`src/rtl/regfile_pkg.sv`:
```
// Shared constants and types for the register-file write-port arbiter.
package regfile_pkg;

    localparam int unsigned NREG   = 8;
    localparam int unsigned ADDR_W = 3;
    localparam logic [ADDR_W-1:0] R7_ADDR = 3'd7;

    typedef enum logic {
        REQ_ALU = 1'b0,
        REQ_MEM = 1'b1
    } req_id_e;

endpackage

```
`src/rtl/rr_arbiter2.sv`:
```
// Two-way round-robin grant selection with a 1-bit fairness pointer.
module rr_arbiter2
    import regfile_pkg::*;
(
    input  logic    clock,
    input  logic    rst,
    input  logic    alu_valid,
    input  logic    mem_valid,
    input  logic    stall,
    output logic    alu_ready,
    output logic    mem_ready,
    output logic    accept,
    output req_id_e grant
);

    logic rr_q;

    // A lone requester wins regardless of the pointer.
    always_comb begin
        grant = REQ_ALU;
        if (alu_valid && mem_valid) begin
            grant = rr_q ? REQ_MEM : REQ_ALU;
        end else if (mem_valid) begin
            grant = REQ_MEM;
        end
    end

    assign alu_ready = rst && !stall && alu_valid && (grant == REQ_ALU);
    assign mem_ready = rst && !stall && mem_valid && (grant == REQ_MEM);
    assign accept    = alu_ready || mem_ready;

    always_ff @(posedge clock or negedge rst) begin
        if (!rst) begin
            rr_q <= 1'b0;
        end else if (accept) begin
            rr_q <= (grant == REQ_ALU);
        end
    end

endmodule

```
`src/rtl/regfile_wr_arbiter.sv`:
```
// Arbitrates ALU and load writebacks onto one register-file write port.
// Optional busy scoreboard enabled by defining RFARB_SCOREBOARD_EN.
module regfile_wr_arbiter
    import regfile_pkg::*;
#(
    parameter int unsigned W = 8
) (
    input  logic              clock,
    input  logic              rst,
    input  logic              alu_valid,
    output logic              alu_ready,
    input  logic [ADDR_W-1:0] alu_addr,
    input  logic [W-1:0]      alu_data,
    input  logic              mem_valid,
    output logic              mem_ready,
    input  logic [ADDR_W-1:0] mem_addr,
    input  logic [W-1:0]      mem_data,
    input  logic              stall,
`ifdef RFARB_SCOREBOARD_EN
    input  logic              reserve_valid,
    input  logic [ADDR_W-1:0] reserve_addr,
    output logic [NREG-1:0]   busy,
`endif
    output logic [ADDR_W-1:0] A3,
    output logic [W-1:0]      WD3,
    output logic              enable,
    output logic              err_r7
);

    logic              accept;
    req_id_e           grant;
    logic [ADDR_W-1:0] acc_addr;
    logic [W-1:0]      acc_data;
    logic              wr_fire;

    rr_arbiter2 u_arb (
        .clock     (clock),
        .rst       (rst),
        .alu_valid (alu_valid),
        .mem_valid (mem_valid),
        .stall     (stall),
        .alu_ready (alu_ready),
        .mem_ready (mem_ready),
        .accept    (accept),
        .grant     (grant)
    );

    assign acc_addr = (grant == REQ_MEM) ? mem_addr : alu_addr;
    assign acc_data = (grant == REQ_MEM) ? mem_data : alu_data;
    // R7 is owned by another port: accepted but never written here.
    assign wr_fire  = accept && (acc_addr != R7_ADDR);

    always_ff @(posedge clock or negedge rst) begin
        if (!rst) begin
            enable <= 1'b0;
            A3     <= '0;
            WD3    <= '0;
            err_r7 <= 1'b0;
        end else begin
            enable <= wr_fire;
            err_r7 <= accept && (acc_addr == R7_ADDR);
            if (wr_fire) begin
                A3  <= acc_addr;
                WD3 <= acc_data;
            end
        end
    end

`ifdef RFARB_SCOREBOARD_EN
    logic [NREG-1:0] busy_d;

    // Set is applied after clear so a same-edge reserve wins.
    always_comb begin
        busy_d = busy;
        if (wr_fire) begin
            busy_d[acc_addr] = 1'b0;
        end
        if (reserve_valid && (reserve_addr != R7_ADDR)) begin
            busy_d[reserve_addr] = 1'b1;
        end
    end

    always_ff @(posedge clock or negedge rst) begin
        if (!rst) begin
            busy <= '0;
        end else begin
            busy <= busy_d;
        end
    end
`endif

endmodule

```
`config.mk`:
```
export PLATFORM = sky130hd
export DESIGN_NAME = regfile_wr_arbiter
export DESIGN_NICKNAME = d
export VERILOG_FILES = /design/src/rtl/regfile_pkg.sv /design/src/rtl/rr_arbiter2.sv /design/src/rtl/regfile_wr_arbiter.sv
export SDC_FILE = /design/constraint.sdc
export NUM_CORES = 1
export LEC_CHECK = 0
export ABC_AREA = 1
export CORE_ASPECT_RATIO = 1.1
export CORE_MARGIN = 10
export CORE_UTILIZATION = 39
export CTS_CLUSTER_SIZE = 14
export DETAILED_ROUTE_END_ITERATION = 16
export PLACE_DENSITY = 0.78
export SLEW_MARGIN = 0
export SYNTH_ARGS = -nofsm -noshare
export SYNTH_HDL_FRONTEND = slang
export SYNTH_SLANG_ARGS = --single-unit
```
`constraint.sdc`:
```
create_clock -name clock -period 1.37 [get_ports clock]
set_input_delay 0.274 -clock clock [delete_from_list [all_inputs] [get_ports clock]]
set_output_delay 0.274 -clock clock [all_outputs]
set_load 0.01 [all_outputs]
```
==> flow_metrics.tcl <==
set metrics [dict create \
    ctsHoldBuffers 0 \
    worstPathMaxFanout 7 \
    tightest_slew_ps 185 \
    nets 189 \
    die-area_um2 4390 \
    status "finished, violations left" \
    critPathMostFrequentCell "nand2_2" \
    power_uw 1430 \
    die-height_um 68.5 \
    cts.sinks 14 \
    grt-ovfl-total 0 \
    vias 906 \
    synth.avg_cell_area_um2 7.95 \
    port-buffer-count 41 \
    grt_max_degree 15 \
    fmax_mhz 709 \
    rr_worst_depth 10 \
    core_um2 2020 \
    p_leak_uw 0.000777 \
    clockBufferDepth 2 \
    worstPathArrival_ps 1590 \
    hold_viol_final 0 \
    drc 0 \
    ys_warn_count 0 \
    synth_seq_cells 14 \
    period_share_pct 103 \
    violations "negative setup slack" \
    path_class "reg -> reg" \
    antenna_found_initial 0 \
    dr.pass1.iters 4 \
    maxSlewHeadroom_pct 87.7 \
    root_buffer "clkbuf_4" \
    cts_buffers 3 \
    clkTransAtPathRegs_ps 80 \
    syn_inst 105 \
    hpwlAfterDp_um 2030 \
    cp_slowest_stage_delay_ps 400 \
    slew_violations 0 \
    clock_latency_ps 290 \
    endpoint_kind "flip-flop" \
    worstPathCellList "inv_1 -> nand2_2 -> nand2_4 -> buf_6 -> nand2_2 -> nand2_2 -> nand3_4 -> buf_6 -> nand3_2 -> nand2_1" \
    antenna_cells 0 \
    gp_congestion 0.782 \
    cts_tree "yes" \
    die_w_um 64.1 \
    drt-initial-drc-count 57 \
    yosysSeqAreaShare_pct 42.0 \
    drt_wl_total_um 2720 \
    hp-class "in -> async" \
    vias_per_cell 4.79 \
    wire_per_inst_um 14.4 \
    irDropWorstVdd_mv 0.578 \
    start_util_pct 41.3 \
    layout-drive-gt1-share_pct 33.5 \
    setup_viol 13 \
    synth_fp_nets 132 \
    drv_cap 0 \
    row_count 17 \
    crit_path_top_delay_cell "dfrtp_1" \
    whs_ps 63.1 \
    netlist-cell-type-count 16 \
    cp.required_ps 1550 \
    grt_pass1_vias 923 \
    rsz0062_at_grt "true" \
    areaGrowthSynthToFinish_pct 75.7 \
    setup_ws_ps -41.2 \
    postRouteAntennaNets 0 \
    cts-htree-levels 1 \
    worstSetupStartpointType "flip-flop" \
    grt_pass1_wl_um 4280 \
    fin_worst_skew_ps 2.19 \
    grt_usage_pct 12.2 \
    finalCriticalPeriod_ps 1410 \
    power.density_nw_per_um2 977 \
    syn_area_um2 835 \
    io_pins 42 \
]
-- final timing paths --
kind,startpoint,end,slack (ps)
hold reg to reg,WD3[2]$_DFFE_PN0P_,WD3[2]$_DFFE_PN0P_,470
min in group clock,WD3[2]$_DFFE_PN0P_,WD3[2]$_DFFE_PN0P_,470
setup / recovery,u_arb.rr_q$_DFFE_PN0P_,WD3[4]$_DFFE_PN0P_,-40
setup reg to reg,u_arb.rr_q$_DFFE_PN0P_,WD3[4]$_DFFE_PN0P_,-40
hold / removal,rst,A3[2]$_DFFE_PN0P_,60
max in group asynchronous,rst,WD3[6]$_DFFE_PN0P_,1140
-- report_power, final --
group / switching [uW] / total (uW) / internal [uW]
logic: 292 / 583 / 291
registers: 44.6 / 550 / 505
clock network: 137 / 299 / 162
-- kinds of logic after synthesis --
logic type	count (synthesis)	synth area share, %
AOI/OAI and AO/OA	2	1.65
buffers and inverters	14	12.3
DFF	14	42.0
and+or+nand+nor	75	44.1
-- area by class of cell --
type | count | area, um^2
clock buffer | 4 | 36.3
timing repair buffer | 58 | 551
inverter | 8 | 30.0
fill | 170 | 554
multi-input combinational | 77 | 464
tap | 28 | 35.0
sequential | 14 | 350
-- cells in the final DEF, fill, tap and decap left out, drive strengths merged --
cell type / count
dlygate4sd2: 16
nand3: 23
nor2: 3
nand2: 49
o21ai: 1
dlymetal6s2s: 1
clkdlybuf4s50: 22
a21oi: 1
dfrtp: 14
inv: 8
buf: 19
clkbuf: 4
-- sequential cells by signal (all words and copies together) (netlist names) --
| signal | count |
|---|---|
| WD3 | 8 |
| A3 | 3 |
| enable | 1 |
| err_r7 | 1 |
| u_arb.rr_q | 1 |
-- layer usage --
metal / GRT usage [%] / wire, um / share of wire, %
met4: 7.22 / 78 / 2.9
met1: 14.0 / 1180 / 43
met3: 2.90 / 155 / 5.7
met2: 20.6 / 1310 / 48
met5: 0 / 0 / 0
-- synth_stat cells --
cell type  instances  share of area (%)
a21oi_2            1                1.0
buf_12             1                2.4
buf_4              1               0.90
buf_6              4                5.4
dfrtp_1           14                 42
inv_1              7                3.1
inv_2              1               0.45
nand2_1           40                 18
nand2_2            6                4.5
nand2_4            3                4.0
nand3_1           21                 13
nand3_2            1                1.2
nand3_4            1                2.1
nor2_1             2               0.90
nor2_2             1               0.75
o21ai_0            1               0.60
-- through the flow --
stage	util, %	cell area, um^2	setup TNS (ps)	setup slack, ps	instances
after floorplan	-	835	0	117	105
after global placement	65.2	1320	-5830	-634	181
after detailed placement	65.2	1320	-6420	-633	181
after CTS	67.4	1360	-151	-100	186
after global routing	72.6	1470	-1260	-106	189
final	72.6	1470	-380	-41.2	189
-- worst max-delay path, delay by kind of cell, from the launching register on --
kind	cells	cell delay, ps
buf+inv	3	370
simple gates	7	530
flops	1	400
-- repair_timing --
action	in CTS	in global routing
buffers inserted	1	3
pin swaps	6	13
gates cloned	0	0
hold endpoints to repair	0	0
gates resized for setup	32	20
setup endpoints to repair	28	15
Power figures use the tool's default switching activity.
